File: config.mk
export PLATFORM = sky130hd
export DESIGN_NAME = stc0_wb_seq_flat
export DESIGN_NICKNAME = d
export VERILOG_FILES = /design/src/rtl/stc0_pkg.sv /design/src/rtl/stc0_wb_seq_if.sv /design/src/rtl/stc0_sync_fifo.sv /design/src/rtl/stc0_wb_seq.sv /design/src/flat_wrapper.sv
export SDC_FILE = /design/constraint.sdc
export NUM_CORES = 1
export LEC_CHECK = 0
export CAP_MARGIN = 10
export CORE_MARGIN = 5
export CORE_UTILIZATION = 55
export CTS_BUF_LIST = sky130_fd_sc_hd__clkbuf_8
export CTS_CLUSTER_DIAMETER = 120
export CTS_CLUSTER_SIZE = 16
export DETAILED_ROUTE_END_ITERATION = 10
export PLACE_DENSITY = 0.77
export SYNTH_ARGS = -nofsm -noshare
export SYNTH_HDL_FRONTEND = slang
export SYNTH_SLANG_ARGS = --single-unit
File: constraint.sdc
create_clock -name wb_clk_i -period 4.9 [get_ports wb_clk_i]
set_input_delay 1.225 -clock wb_clk_i [delete_from_list [all_inputs] [get_ports wb_clk_i]]
set_output_delay 1.225 -clock wb_clk_i [all_outputs]
set_load 0.02 [all_outputs]
File: src/rtl/stc0_pkg.sv
// stc0_pkg: shared definitions for the stc0 Wishbone sequencer.
//   - Wishbone register offsets (decoded from adr[3:2])
//   - STATUS / CTRL bit positions
//   - ingress FSM state type
//   - first_lane(): lowest set bit of a 4-bit byte-select mask
package stc0_pkg;

  localparam logic [1:0] ADR_TXDATA = 2'd0;
  localparam logic [1:0] ADR_RXDATA = 2'd1;
  localparam logic [1:0] ADR_STATUS = 2'd2;
  localparam logic [1:0] ADR_CTRL   = 2'd3;

  // STATUS layout: [7:0] tx_level, [15:8] rx_level, sticky flags above
  localparam int ST_TX_LVL_LSB = 0;
  localparam int ST_RX_LVL_LSB = 8;
  localparam int ST_TX_DROP    = 16;
  localparam int ST_RX_OVF     = 17;
  localparam int ST_BUSY       = 18;

  // CTRL layout
  localparam int CTRL_EN       = 0;
  localparam int CTRL_IRQ_EN   = 1;
  localparam int CTRL_GAP_LSB  = 4;

  typedef enum logic [1:0] {
    IDLE = 2'd0,
    SEND = 2'd1,
    GAP  = 2'd2
  } seq_state_t;

  // Returns {found, index} of the lowest set bit in mask.
  function automatic logic [2:0] first_lane(input logic [3:0] mask);
    logic [2:0] r;
    r = 3'b000;
    for (int i = 3; i >= 0; i--) begin
      if (mask[i]) r = {1'b1, 2'(i)};
    end
    return r;
  endfunction

endpackage

File: src/rtl/stc0_wb_seq_if.sv
// stc0_wb_seq_if: Wishbone classic slave bus bundle between the management
// SoC and the stc0 sequencer. Clock and reset stay outside the bundle.
//   wbs_cyc_i / wbs_stb_i / wbs_we_i  cycle, strobe, write enable
//   wbs_sel_i [3:0]                   byte selects
//   wbs_adr_i [31:0]                  address (only [3:2] decoded)
//   wbs_dat_i [31:0]                  write data
//   wbs_dat_o [31:0]                  read data
//   wbs_ack_o                         single-cycle acknowledge
interface stc0_wb_seq_if;
  logic        wbs_cyc_i;
  logic        wbs_stb_i;
  logic        wbs_we_i;
  logic [3:0]  wbs_sel_i;
  logic [31:0] wbs_adr_i;
  logic [31:0] wbs_dat_i;
  logic [31:0] wbs_dat_o;
  logic        wbs_ack_o;

  modport slave (
    input  wbs_cyc_i, wbs_stb_i, wbs_we_i, wbs_sel_i, wbs_adr_i, wbs_dat_i,
    output wbs_dat_o, wbs_ack_o
  );

  modport master (
    output wbs_cyc_i, wbs_stb_i, wbs_we_i, wbs_sel_i, wbs_adr_i, wbs_dat_i,
    input  wbs_dat_o, wbs_ack_o
  );
endinterface

File: src/rtl/stc0_sync_fifo.sv
// stc0_sync_fifo: single-clock first-word-fall-through FIFO.
//   clk, rst   clock, asynchronous active-high reset
//   push, din  write request and data (ignored when full unless popping)
//   pop        read request (ignored when empty)
//   dout       head entry, valid while !empty
//   full, empty, level  occupancy (level saturates at DEPTH)
module stc0_sync_fifo #(
  parameter int W     = 8,
  parameter int DEPTH = 16
) (
  input  logic                       clk,
  input  logic                       rst,
  input  logic                       push,
  input  logic [W-1:0]               din,
  input  logic                       pop,
  output logic [W-1:0]               dout,
  output logic                       full,
  output logic                       empty,
  output logic [$clog2(DEPTH):0]     level
);
  localparam int AW = $clog2(DEPTH);
  localparam int LW = AW + 1;

  logic [W-1:0]  mem [DEPTH];
  logic [AW-1:0] wr_ptr_reg;
  logic [AW-1:0] rd_ptr_reg;
  logic [LW-1:0] level_reg;
  logic          do_push;
  logic          do_pop;

  assign full    = (level_reg == LW'(DEPTH));
  assign empty   = (level_reg == '0);
  assign level   = level_reg;
  assign do_pop  = pop & ~empty;
  // A pop in the same cycle frees the slot, so a push into a full FIFO is
  // still accepted then; the read of the old head happens before the write.
  assign do_push = push & (~full | do_pop);
  assign dout    = mem[rd_ptr_reg];

  always_ff @(posedge clk) begin
    if (do_push) mem[wr_ptr_reg] <= din;
  end

  // Pointers are AW bits wide so they wrap modulo DEPTH on their own.
  always_ff @(posedge clk or posedge rst) begin
    if (rst) begin
      wr_ptr_reg <= '0;
      rd_ptr_reg <= '0;
      level_reg  <= '0;
    end else begin
      if (do_push) wr_ptr_reg <= wr_ptr_reg + AW'(1);
      if (do_pop)  rd_ptr_reg <= rd_ptr_reg + AW'(1);
      case ({do_push, do_pop})
        2'b10:   level_reg <= level_reg + LW'(1);
        2'b01:   level_reg <= level_reg - LW'(1);
        default: level_reg <= level_reg;
      endcase
    end
  end
endmodule

File: src/rtl/stc0_wb_seq.sv
// stc0_wb_seq: Wishbone slave that feeds 32-bit host words to the stc0_core
// ingress one byte at a time and collects egress bytes for host read-back.
//   wb_clk_i, wb_rst_i   clock, asynchronous active-high reset
//   wb                   Wishbone slave bundle (stc0_wb_seq_if.slave)
//   id_o, ivalid_o       ingress byte and strobe to stc0_core
//   ed_i, evalid_i       egress byte and strobe from stc0_core
//   irq_o                level interrupt
module stc0_wb_seq
  import stc0_pkg::*;
#(
  parameter int TX_DEPTH = 16,
  parameter int RX_DEPTH = 16,
  parameter int GAP_W    = 4
) (
  input  logic          wb_clk_i,
  input  logic          wb_rst_i,
  stc0_wb_seq_if.slave  wb,
  output logic [7:0]    id_o,
  output logic          ivalid_o,
  input  logic [7:0]    ed_i,
  input  logic          evalid_i,
  output logic          irq_o
);
  localparam int TXL_W = $clog2(TX_DEPTH) + 1;
  localparam int RXL_W = $clog2(RX_DEPTH) + 1;

  // ---------------- bus decode ----------------
  logic        ack_reg;
  logic [31:0] dat_o_reg;
  logic        access, wr, rd;
  logic [1:0]  reg_sel;
  logic [31:0] rd_data;

  assign access  = wb.wbs_cyc_i & wb.wbs_stb_i & ~ack_reg;
  assign wr      = access & wb.wbs_we_i;
  assign rd      = access & ~wb.wbs_we_i;
  assign reg_sel = wb.wbs_adr_i[3:2];

  assign wb.wbs_ack_o = ack_reg;
  assign wb.wbs_dat_o = dat_o_reg;

  // ---------------- registers ----------------
  logic             enable_reg;
  logic             irq_en_reg;
  logic [GAP_W-1:0] gap_reg;
  logic             tx_drop_reg;
  logic             rx_ovf_reg;
  logic             irq_reg;

  // ---------------- FIFOs ----------------
  logic             tx_push, tx_pop, tx_full, tx_empty;
  logic [35:0]      tx_dout;
  logic [TXL_W-1:0] tx_level;
  logic             rx_push, rx_pop, rx_full, rx_empty;
  logic [7:0]       rx_dout;
  logic [RXL_W-1:0] rx_level;
  logic             tx_wr, tx_drop_evt, rx_ovf_evt, status_wr;

  assign tx_wr       = wr & (reg_sel == ADR_TXDATA);
  assign tx_push     = tx_wr & (|wb.wbs_sel_i) & ~tx_full;
  assign tx_drop_evt = tx_wr & ((wb.wbs_sel_i == 4'b0000) | tx_full);
  assign rx_pop      = rd & (reg_sel == ADR_RXDATA) & ~rx_empty;
  // A host pop in the same cycle makes room, so a full FIFO still takes the byte.
  assign rx_push     = evalid_i & (~rx_full | rx_pop);
  assign rx_ovf_evt  = evalid_i & rx_full & ~rx_pop;
  assign status_wr   = wr & (reg_sel == ADR_STATUS);

  stc0_sync_fifo #(.W(36), .DEPTH(TX_DEPTH)) u_tx_fifo (
    .clk   (wb_clk_i),
    .rst   (wb_rst_i),
    .push  (tx_push),
    .din   ({wb.wbs_sel_i, wb.wbs_dat_i}),
    .pop   (tx_pop),
    .dout  (tx_dout),
    .full  (tx_full),
    .empty (tx_empty),
    .level (tx_level)
  );

  stc0_sync_fifo #(.W(8), .DEPTH(RX_DEPTH)) u_rx_fifo (
    .clk   (wb_clk_i),
    .rst   (wb_rst_i),
    .push  (rx_push),
    .din   (ed_i),
    .pop   (rx_pop),
    .dout  (rx_dout),
    .full  (rx_full),
    .empty (rx_empty),
    .level (rx_level)
  );

  // ---------------- ingress FSM ----------------
  seq_state_t       state_reg, state_next;
  logic [31:0]      word_reg, word_next;
  logic [3:0]       sel_reg, sel_next;
  logic [1:0]       lane_reg, lane_next;
  logic [GAP_W-1:0] gap_cnt_reg, gap_cnt_next;
  logic [2:0]       first_of_new;
  logic [2:0]       next_above;
  logic [7:0]       lane_bytes [4];
  logic [7:0]       id_reg;
  logic             ivalid_reg;

  for (genvar gi = 0; gi < 4; gi++) begin : g_lane
    assign lane_bytes[gi] = word_reg[8*gi +: 8];
  end

  assign first_of_new = first_lane(tx_dout[35:32]);
  // Only lanes strictly above the current one are candidates.
  assign next_above   = first_lane(sel_reg & (4'b1110 << lane_reg));

  always_ff @(posedge wb_clk_i or posedge wb_rst_i) begin
    if (wb_rst_i) begin
      state_reg   <= IDLE;
      word_reg    <= '0;
      sel_reg     <= '0;
      lane_reg    <= '0;
      gap_cnt_reg <= '0;
    end else begin
      state_reg   <= state_next;
      word_reg    <= word_next;
      sel_reg     <= sel_next;
      lane_reg    <= lane_next;
      gap_cnt_reg <= gap_cnt_next;
    end
  end

  always_comb begin
    state_next   = state_reg;
    word_next    = word_reg;
    sel_next     = sel_reg;
    lane_next    = lane_reg;
    gap_cnt_next = gap_cnt_reg;
    tx_pop       = 1'b0;
    case (state_reg)
      IDLE: begin
        // enable is only looked at here, so a started word always completes
        if (enable_reg && !tx_empty) begin
          tx_pop     = 1'b1;
          word_next  = tx_dout[31:0];
          sel_next   = tx_dout[35:32];
          lane_next  = first_of_new[1:0];
          state_next = SEND;
        end
      end
      SEND: begin
        if (next_above[2]) begin
          lane_next = next_above[1:0];
          if (gap_reg != '0) begin
            gap_cnt_next = gap_reg;
            state_next   = GAP;
          end else begin
            state_next   = SEND;
          end
        end else begin
          state_next = IDLE;
        end
      end
      GAP: begin
        gap_cnt_next = gap_cnt_reg - GAP_W'(1);
        if (gap_cnt_reg <= GAP_W'(1)) state_next = SEND;
      end
      default: state_next = IDLE;
    endcase
  end

  // Strobe is registered from the SEND state, so each SEND cycle yields
  // exactly one ivalid_o pulse one cycle later; id_o holds between pulses.
  always_ff @(posedge wb_clk_i or posedge wb_rst_i) begin
    if (wb_rst_i) begin
      id_reg     <= '0;
      ivalid_reg <= 1'b0;
    end else begin
      ivalid_reg <= (state_reg == SEND);
      if (state_reg == SEND) id_reg <= lane_bytes[lane_reg];
    end
  end

  assign id_o     = id_reg;
  assign ivalid_o = ivalid_reg;

  // ---------------- read mux ----------------
  always_comb begin
    rd_data = '0;
    case (reg_sel)
      ADR_RXDATA: begin
        if (!rx_empty) rd_data = {23'b0, 1'b1, rx_dout};
      end
      ADR_STATUS: begin
        rd_data[ST_TX_LVL_LSB +: 8] = 8'(tx_level);
        rd_data[ST_RX_LVL_LSB +: 8] = 8'(rx_level);
        rd_data[ST_TX_DROP]         = tx_drop_reg;
        rd_data[ST_RX_OVF]          = rx_ovf_reg;
        rd_data[ST_BUSY]            = (state_reg != IDLE);
      end
      ADR_CTRL: begin
        rd_data[CTRL_EN]                = enable_reg;
        rd_data[CTRL_IRQ_EN]            = irq_en_reg;
        rd_data[CTRL_GAP_LSB +: GAP_W]  = gap_reg;
      end
      default: rd_data = '0;
    endcase
  end

  // ---------------- bus response, CTRL, flags, irq ----------------
  always_ff @(posedge wb_clk_i or posedge wb_rst_i) begin
    if (wb_rst_i) begin
      ack_reg     <= 1'b0;
      dat_o_reg   <= '0;
      enable_reg  <= 1'b0;
      irq_en_reg  <= 1'b0;
      gap_reg     <= '0;
      tx_drop_reg <= 1'b0;
      rx_ovf_reg  <= 1'b0;
      irq_reg     <= 1'b0;
    end else begin
      ack_reg   <= access;
      dat_o_reg <= rd ? rd_data : '0;
      if (wr && reg_sel == ADR_CTRL) begin
        enable_reg <= wb.wbs_dat_i[CTRL_EN];
        irq_en_reg <= wb.wbs_dat_i[CTRL_IRQ_EN];
        gap_reg    <= wb.wbs_dat_i[CTRL_GAP_LSB +: GAP_W];
      end
      // A new event in the same cycle as a clear wins, so nothing is lost.
      tx_drop_reg <= tx_drop_evt |
                     (tx_drop_reg & ~(status_wr & wb.wbs_dat_i[ST_TX_DROP]));
      rx_ovf_reg  <= rx_ovf_evt |
                     (rx_ovf_reg & ~(status_wr & wb.wbs_dat_i[ST_RX_OVF]));
      irq_reg     <= irq_en_reg & ((rx_level != '0) | tx_drop_reg | rx_ovf_reg);
    end
  end

  assign irq_o = irq_reg;

  logic unused_adr_bits;
  assign unused_adr_bits = &{1'b0, wb.wbs_adr_i[31:4], wb.wbs_adr_i[1:0]};
endmodule

File: src/flat_wrapper.sv
// flat-port wrapper written by rule: the top's interface ports become plain ports
module stc0_wb_seq_flat import stc0_pkg::*;
#(
  parameter int TX_DEPTH = 16,
  parameter int RX_DEPTH = 16,
  parameter int GAP_W    = 4
)
  (wb_clk_i, wb_rst_i, id_o, ivalid_o, ed_i, evalid_i, irq_o, wb_wbs_cyc_i, wb_wbs_stb_i, wb_wbs_we_i, wb_wbs_sel_i, wb_wbs_adr_i, wb_wbs_dat_i, wb_wbs_dat_o, wb_wbs_ack_o);
  stc0_wb_seq_if wb_i ();
  input  logic wb_clk_i;
  input  logic wb_rst_i;
  output logic [7:0] id_o;
  output logic ivalid_o;
  input  logic [7:0] ed_i;
  input  logic evalid_i;
  output logic irq_o;
  input wire logic [$bits(wb_i.wbs_cyc_i)-1:0] wb_wbs_cyc_i;
  input wire logic [$bits(wb_i.wbs_stb_i)-1:0] wb_wbs_stb_i;
  input wire logic [$bits(wb_i.wbs_we_i)-1:0] wb_wbs_we_i;
  input wire logic [$bits(wb_i.wbs_sel_i)-1:0] wb_wbs_sel_i;
  input wire logic [$bits(wb_i.wbs_adr_i)-1:0] wb_wbs_adr_i;
  input wire logic [$bits(wb_i.wbs_dat_i)-1:0] wb_wbs_dat_i;
  output wire logic [$bits(wb_i.wbs_dat_o)-1:0] wb_wbs_dat_o;
  output wire logic [$bits(wb_i.wbs_ack_o)-1:0] wb_wbs_ack_o;
  assign wb_i.wbs_cyc_i = wb_wbs_cyc_i;
  assign wb_i.wbs_stb_i = wb_wbs_stb_i;
  assign wb_i.wbs_we_i = wb_wbs_we_i;
  assign wb_i.wbs_sel_i = wb_wbs_sel_i;
  assign wb_i.wbs_adr_i = wb_wbs_adr_i;
  assign wb_i.wbs_dat_i = wb_wbs_dat_i;
  assign wb_wbs_dat_o = wb_i.wbs_dat_o;
  assign wb_wbs_ack_o = wb_i.wbs_ack_o;
  stc0_wb_seq #(.TX_DEPTH(TX_DEPTH), .RX_DEPTH(RX_DEPTH), .GAP_W(GAP_W)) u_core (.wb_clk_i(wb_clk_i), .wb_rst_i(wb_rst_i), .wb(wb_i), .id_o(id_o), .ivalid_o(ivalid_o), .ed_i(ed_i), .evalid_i(evalid_i), .irq_o(irq_o));
endmodule
==> metrics.txt, run 1 <==
status finished clean; global-route wire length before repair 98,990 um; yosys synthesis warning count 0; instance area after placement 33,740 sq um; GRT Total Usage 0.2095; Detailed Route WL 65,610 um; endpoints failing setup 0; Clock Sink Count 808; total power 16.23 mW; maximum fanout along the worst path 9; Max IR drop VDD 282.0 uV; WP data arrival 4.38 ns; RSZ-0062 raised after global routing false; initial antenna violation count 1; Synth cell types 53; top cell type's share of synthesized area 0.6665; Hold Crit Start u_core.wb.wbs_ack_o; post-CTS setup buffer count 0; drt drc 0; P_leak 11.45 nW; GR Overflow Total 0; Die Y 250.2 um; FILL cells 3,898; flop-to-flop setup slack 1.71 ns; row count 88; Net Sw Frac 0.3015; hold-fix buffer count after cts 0; Mapped Cells 1,542; flops & latches, synth 808; Avg WL per Cell 26.50 um; most frequent cells in the layout edfxtp_1, mux4_2, dfrtp_1; Max-slew headroom 0.3786; GPL Wtd Cong 0.7857; Worst setup EP type flip-flop; Reg2Reg Depth 13; syn avg cell area 20.57 sq um; Final min period 3.802 ns; Starting Density 0.5530; Max-cap violations 0; slowest stage delay, CP 0.56 ns; leading post-synthesis cells by cell area edfxtp_1, mux4_2, dfrtp_1, mux2_2, ha_1; P_sw 4.893 mW; worst r2r dst u_core.u_tx_fifo.level[4]; Post-synth EDFFs 704; CP Launch Type input pin; worst slew pin tran 0.9321 ns; Hold Vio Cnt, Final 0; pwr dens 467.3 nW/um^2; Hold Path End u_core.wb.wbs_ack_o; largest net degree at the start of global routing 101; First DRT Iteration DRCs 1,517; cell area after synthesis 31,720 sq um; crit path cell chain clkdlybuf4s50_1, nor4_1, a31oi_1, and3_1, inv_1, ha_1, xor2_1, ha_1, inv_1, o21ai_0, a21oi_1, a311oi_1, nor2_1, xor2_1; CTS tree done; die area 62,580 sq um; power share of the clock group 0.194; Reg clk slew, reported paths 0.10 ns; Crit Reg-Reg Startpoint u_core.u_tx_fifo.level[1]; Flop pwr share 0.529; Comb pwr share 0.277; Cell Int Power 11.33 mW; CTS Root Cell clkbuf_8; total CTS buffers 56; Crit path buffers/inverters 3; hold depth 1; Slowest-stage cell, CP clkdlybuf4s50_1; I/O pin count 125; post-synthesis sequential area ratio 0.7485; PortBufs 78; Achievable Freq 263.0 MHz; part of the cycle the worst path needs 0.7759; Core Area 57,370 sq um; Synth area leader edfxtp_1; CTS resizes 0; ys flop type edfxtp_1; Final Skew 0.05700 ns; share of cells above drive strength 1 0.2235; crit path kind input pin to flip-flop; Design Area, Final 34,730 sq um; maximum clock path buffer count 3; critical path's top delay family simple AND/OR/NAND/NOR gates; most common cell after layout, fill and taps aside edfxtp_1; Skew-Pair Late Insertion Delay 0.72 ns; die width 250.2 um; TritonRoute pass-1 iters 5; post-DP HPWL 38,880 um; hold crit path type flip-flop to flip-flop; layout net count 1,771; Routed Antenna Nets 0; max FFs per register 576; H-Tree Depth 2; Final Max Slew Viols 0; Required @ worst endpoint 5.48 ns; fraction of registers with async set/reset 0.1287; vias 15,088; Vias/cell 6.094; vias in the first global route 15,666; Area Overhead vs Synth 9.479%
[through the flow]
stage / setup WS, ns / TNS [ns] / cells / hold WS, ns / util
5_1_grt: 0.8839 / 0 / 2474 / 0.4953 / 0.6053
6_report: 1.098 / 0 / 2476 / 0.4699 / 0.6054
2_1_floorplan: -1.048 / -153.50 / 1557 / 0.4403 / -
4_1_cts: 1.174 / 0 / 2474 / 0.4765 / 0.6053
3_5_place_dp: 0.4199 / 0 / 2369 / 0.4597 / 0.5882
3_3_place_gp: 0.5709 / 0 / 2369 / 0.4551 / 0.5882
[cells by family (layout without fill, tap and decap cells)]
| family | Yosys count | in the layout | share of synthesized area |
|---|---|---|---|
| compound gates | 117 | 117 | 0.02568 |
| xor+xnor | 25 | 25 | 0.006903 |
| fa+ha+maj | 27 | 27 | 0.01065 |
| buf+inv | 123 | 275 | 0.02063 |
| flops | 808 | 808 | 0.7485 |
| mux | 262 | 262 | 0.1617 |
| other cells | 1 | 18 | 0.0001182 |
| simple gates | 179 | 179 | 0.02584 |
[power groups by stage]
stage	Sequential, mW	Clock [mW]	Combinational [mW]
after floorplan	8.33	0	3.65
after global routing	8.68	3.49	4.83
after global placement	8.72	0	4.40
after CTS	8.60	3.22	4.55
final	8.59	3.14	4.50
after detailed placement	8.75	0	4.53
[worst max-delay path by stage]
stage	start	to	slack [ns]	cells after the start
final	wb_wbs_sel_i[1]	u_core.u_tx_fifo.level[4]	1.10	14
after global routing	wb_wbs_sel_i[1]	u_core.u_tx_fifo.level[4]	0.88	14
after CTS	wb_wbs_sel_i[1]	u_core.u_tx_fifo.level[4]	1.17	14
after detailed placement	wb_wbs_sel_i[1]	u_core.u_tx_fifo.level[4]	0.42	14
after global placement	wb_wbs_sel_i[1]	u_core.u_tx_fifo.level[4]	0.57	14
after floorplan	wb_wbs_cyc_i	u_core.u_tx_fifo.mem[3][0]	-1.05	7
[cell type report]
type / instances / area, sq um / share of cell area
flip-flops and latches: 808 / 23750 / 0.6840
multi-input cells: 626 / 7478 / 0.2153
repair buffers: 141 / 1441 / 0.04151
well taps: 765 / 957.2 / 0.02756
clock buffers: 56 / 770.7 / 0.02219
clock inverters: 49 / 209.0 / 0.006017
inverters: 29 / 111.4 / 0.003207
diodes: 2 / 5.005 / 0.0001441
[per-layer routing]
metal  vias to the layer above  track usage  wire (um)
li1                       6465            -          -
met1                      7946       0.2839      25310
met2                       586       0.3576      33860
met3                        91      0.04620       5057
met4                         0      0.04397       1388
met5                         -            0          0
[cells in the mapped netlist, types with 6 or more instances]
| cell type | number |
|---|---|
| edfxtp_1 | 704 |
| mux4_2 | 195 |
| dfrtp_1 | 104 |
| nand2_1 | 70 |
| clkbuf_1 | 40 |
| nor2_1 | 39 |
| mux2_2 | 36 |
| o21ai_1 | 30 |
| mux2i_1 | 29 |
| inv_1 | 28 |
| o221ai_1 | 28 |
| ha_1 | 27 |
| buf_4 | 23 |
| buf_2 | 17 |
| xnor2_1 | 17 |
| nor3_1 | 16 |
| o21ai_0 | 15 |
| nand3_1 | 14 |
| a21oi_1 | 10 |
| a22oi_1 | 9 |
| and3_1 | 9 |
| xor2_1 | 8 |
| buf_6 | 7 |
| nor4_1 | 6 |
(Power assumes the default switching activity.)
==> inputs of run 2 (changes only) <==
PLACE_DENSITY = 0.74   (was 0.77)
clock period = 3.8 ns   (was 4.9 ns; I/O delays follow)
==> metrics.txt, run 2 (synthesis gave the netlist of run 1 again) <==
DR WL met2 33,380 um; largest net degree at the start of global routing 49; Max IR drop VDD 409.0 uV; Final Max Slew Viols 0; I/O pin count 125; Skew-Pair Late Insertion Delay 0.70 ns; Reg2Reg Depth 13; Routed Antenna Nets 0; Achievable Freq 311.7 MHz; H-Tree Depth 2; Crit Reg-Reg Startpoint u_core.u_rx_fifo.level[2]; Clock Sink Count 808; CTS tree done; pwr dens 601.0 nW/um^2; hold slack 0.4862 ns; P_leak 11.54 nW; initial antenna violation count 2; TritonRoute pass-1 iters 5; vias in the first global route 15,675; FILL cells 3,939; Setup TNS Final 0 ns; crit path kind input pin to flip-flop; PortBufs 78; endpoints failing setup 0; total CTS buffers 56; Avg WL per Cell 26.05 um; row count 88; hold crit path type flip-flop to flip-flop; Vias/cell 6.059; First DRT Iteration DRCs 1,449; status finished clean; Hold Vio Cnt, Final 0; Starting Density 0.5530; most frequent cells in the layout edfxtp_1, mux4_2, dfrtp_1; RSZ-0062 raised after global routing false; Area Overhead vs Synth 10.21%; highest metal used met5; Worst setup EP type flip-flop; Max-cap violations 0; post-CTS setup buffer count 0; Final min period 3.208 ns; GR Overflow Total 0; worst slew pin tran 0.7647 ns; CTS Root Cell clkbuf_8; maximum fanout along the worst path 10; GRT Total Usage 0.2086; Detailed Route WL 64,800 um; share of cells above drive strength 1 0.2289; max FFs per register 576; hold-fix buffer count after cts 0; part of the cycle the worst path needs 0.8443; post-DP HPWL 39,000 um; CTS resizes 0; metal1 wirelength 26,230 um; layout net count 1,782; Reg clk slew, reported paths 0.11 ns; global-route wire length before repair 99,440 um; crit path to u_core.u_rx_fifo.level[4]; WP data arrival 3.79 ns; maximum clock path buffer count 3; most common cell after layout, fill and taps aside edfxtp_1; DR WL met3 3990 um; worst r2r dst u_core.u_rx_fifo.level[4]; Required @ worst endpoint 4.38 ns; CP Launch Point wb_wbs_adr_i[2]; Die Y 250.2 um; total power 21.01 mW; drt drc 0; vias 15,068; GPL Wtd Cong 0.7696; die area 62,580 sq um; die width 250.2 um; CP Launch Type input pin; Core Area 57,370 sq um; Final Skew 0.04255 ns; Max-slew headroom 0.4902; flop-to-flop setup slack 0.70 ns
run 2: report_power, final:
part | leakage, nW | internal (mW) | switching [mW] | total, mW
sequential | 7.62 | 10.2 | 0.843 | 11.1
clock | 0.666 | 1.40 | 2.63 | 4.03
combinational | 3.26 | 3.07 | 2.82 | 5.89
run 2: final cells by class:
type	count	area, sq um	share of cell area
clock buffer	56	770.7	0.02205
timing repair buffer	152	1662	0.04753
sequential	808	23750	0.6795
antenna	1	2.502	0.00007158
multi-input combinational	626	7495	0.2144
inverter	29	111.4	0.003185
tap	765	957.2	0.02738
clock inverter	50	207.7	0.005941
run 2: worst min-delay path by stage:
stage | from | endpoint | slack (ns) | depth (start not counted)
finish | u_core.wb.wbs_ack_o | u_core.wb.wbs_ack_o | 0.49 | 1
global route | u_core.wb.wbs_ack_o | u_core.wb.wbs_ack_o | 0.50 | 1
CTS | u_core.wb.wbs_ack_o | u_core.wb.wbs_ack_o | 0.49 | 1
detailed placement | u_core.word_reg[9] | u_core.word_reg[9] | 0.48 | 2
global placement | u_core.wb.wbs_ack_o | u_core.wb.wbs_ack_o | 0.45 | 1
floorplan | u_core.word_reg[11] | u_core.word_reg[11] | 0.44 | 2
run 2: per-stage QoR:
stage               worst slack, ns    util  std cells  cell area, sq um
floorplan                   -0.8659       -       1557             31800
global placement           -0.08380  0.5923       2380             33980
detailed placement          -0.1238  0.5923       2380             33980
CTS                          0.6485  0.6094       2486             34960
global route                 0.4583  0.6094       2486             34960
finish                       0.5918  0.6094       2487             34960
run 2: critical path, cell delays in order:
cell and delay [ns]:
clkdlybuf4s50_1 0.51, ha_1 0.17, a21boi_2 0.42, nand2_1 0.19, a31oi_4 0.22, inv_1 0.08
ha_1 0.26, xor2_1 0.16, ha_1 0.21, nand3_1 0.08, o21ai_0 0.08, a222oi_1 0.24
nor2_1 0.09, xnor2_1 0.13
run 2: metal layers:
layer	GRT usage	vias to the layer above
li1	-	6491
met1	0.2967	8050
met2	0.3502	450
met3	0.03676	75
met4	0.04070	2
met5	0	-
==> inputs of run 3 (changes only) <==
clock period = 3.1 ns   (was 3.8 ns; I/O delays follow)
==> metrics.txt, run 3 (synthesis gave the netlist of run 1 again) <==
Vias/cell 6.044; P_leak 11.79 nW; maximum fanout along the worst path 3; post-CTS setup buffer count 0; Final Non-Filler Cells 2,523; total CTS buffers 56; Max-cap violations 0; Hold Vio Cnt, Final 0; First DRT Iteration DRCs 1,394; endpoints failing setup 0; instance area after placement 34,550 sq um; most frequent cells in the layout edfxtp_1, mux4_2, dfrtp_1; GRT Total Usage 0.2100; Final Skew 0.03197 ns; Worst setup EP type flip-flop; Die Y 250.2 um; CTS tree done; Area Overhead vs Synth 12.01%; largest net degree at the start of global routing 78; GPL Wtd Cong 0.8427; Skew-Pair Late Insertion Delay 0.71 ns; PortBufs 78; I/O pin count 125; Reg clk slew, reported paths 0.10 ns; vias 15,248; Max-slew headroom 0.4631; Final min period 3.001 ns; Required @ worst endpoint 3.67 ns; pwr dens 731.0 nW/um^2; Clock Sink Count 808; Routed Antenna Nets 0; Achievable Freq 333.2 MHz; Starting Density 0.5530; RSZ-0062 raised after global routing false; drt drc 0; Avg WL per Cell 26.08 um; share of cells above drive strength 1 0.2491; die area 62,580 sq um; total power 25.97 mW; Design Area, Final 35,530 sq um; row count 88; TritonRoute pass-1 iters 5; sequential cell area 23,750 sq um; initial antenna violation count 1; maximum clock path buffer count 3; layout net count 1,820; Setup TNS Final 0 ns; dpl cells 2,418; die width 250.2 um; vias in the first global route 15,924; Core Area 57,370 sq um; part of the cycle the worst path needs 0.9682; area of the multi-input gates 7566 sq um; crit path kind input pin to flip-flop; post-DP HPWL 41,370 um; most common cell after layout, fill and taps aside edfxtp_1; FILL cells 3,907; global-route wire length before repair 99,630 um; diode count 0; Detailed Route WL 65,810 um; max FFs per register 576; CTS resizes 0; Final Max Slew Viols 0; CTS Root Cell clkbuf_8; WP data arrival 3.57 ns; CP Launch Type input pin; worst slew pin tran 0.8053 ns; hold crit path type flip-flop to flip-flop; GR Overflow Total 0; H-Tree Depth 2; hold-fix buffer count after cts 0; Max IR drop VDD 478.5 uV; status finished clean
## run 3: worst paths after layout
| kind | from | end | slack [ns] | depth (start not counted) |
|---|---|---|---|---|
| min in group asynchronous | wb_rst_i | u_core.sel_reg[1] | 0.52 | 2 |
| worst max-delay path | wb_wbs_sel_i[0] | u_core.u_tx_fifo.level[4] | 0.1 | 15 |
| worst max register to register | u_core.u_tx_fifo.level[1] | u_core.u_tx_fifo.level[4] | 0.29 | 14 |
| worst min register to register | u_core.wb.wbs_ack_o | u_core.wb.wbs_ack_o | 0.49 | 1 |
| worst min-delay path | u_core.wb.wbs_ack_o | u_core.wb.wbs_ack_o | 0.49 | 1 |
| max in group asynchronous | wb_rst_i | u_core.u_tx_fifo.rd_ptr_reg[1] | 2.00 | 3 |
## run 3: final cells by class
class                   count  share of cell area
well taps                 765             0.02694
clock inverters            48            0.005423
flip-flops and latches    808              0.6686
clock buffers              57             0.02208
inverters                  29            0.003275
multi-input cells         626              0.2129
repair buffers            190             0.06078
## run 3: critical path, cell delays in order
cell and delay, ns:
clkdlybuf4s50_1 0.48, nor4_1 0.48, buf_4 0.19, a31oi_1 0.05
and3_4 0.23, clkinvlp_4 0.08, ha_4 0.13, xor2_1 0.17
ha_2 0.22, inv_1 0.06, o21ai_0 0.14, a21oi_1 0.10
a311oi_1 0.25, nor2_1 0.08, xor2_1 0.15
## run 3: per-layer routing
metal,track usage,up-vias,part of all wire
met2,0.3503,553,0.50
met5,0,-,0
met4,0.05504,0,0.025
met3,0.03561,96,0.065
met1,0.2948,8046,0.41
li1,-,6553,-
## run 3: power by group
group	switching, mW	internal (mW)
Combinational	3.78	3.82
Sequential	0.848	12.6
Clock	3.23	1.73
Total	7.86	18.1
## run 3: per-stage QoR
stage	setup slack [ns]	hold slack, ns	util
6_report	0.09857	0.4898	0.6194
5_1_grt	0.02264	0.5260	0.6194
4_1_cts	0.1985	0.4743	0.6194
3_5_place_dp	-0.5493	0.4755	0.6023
3_3_place_gp	-0.5257	0.4644	0.6023
2_1_floorplan	-0.3953	0.4403	-
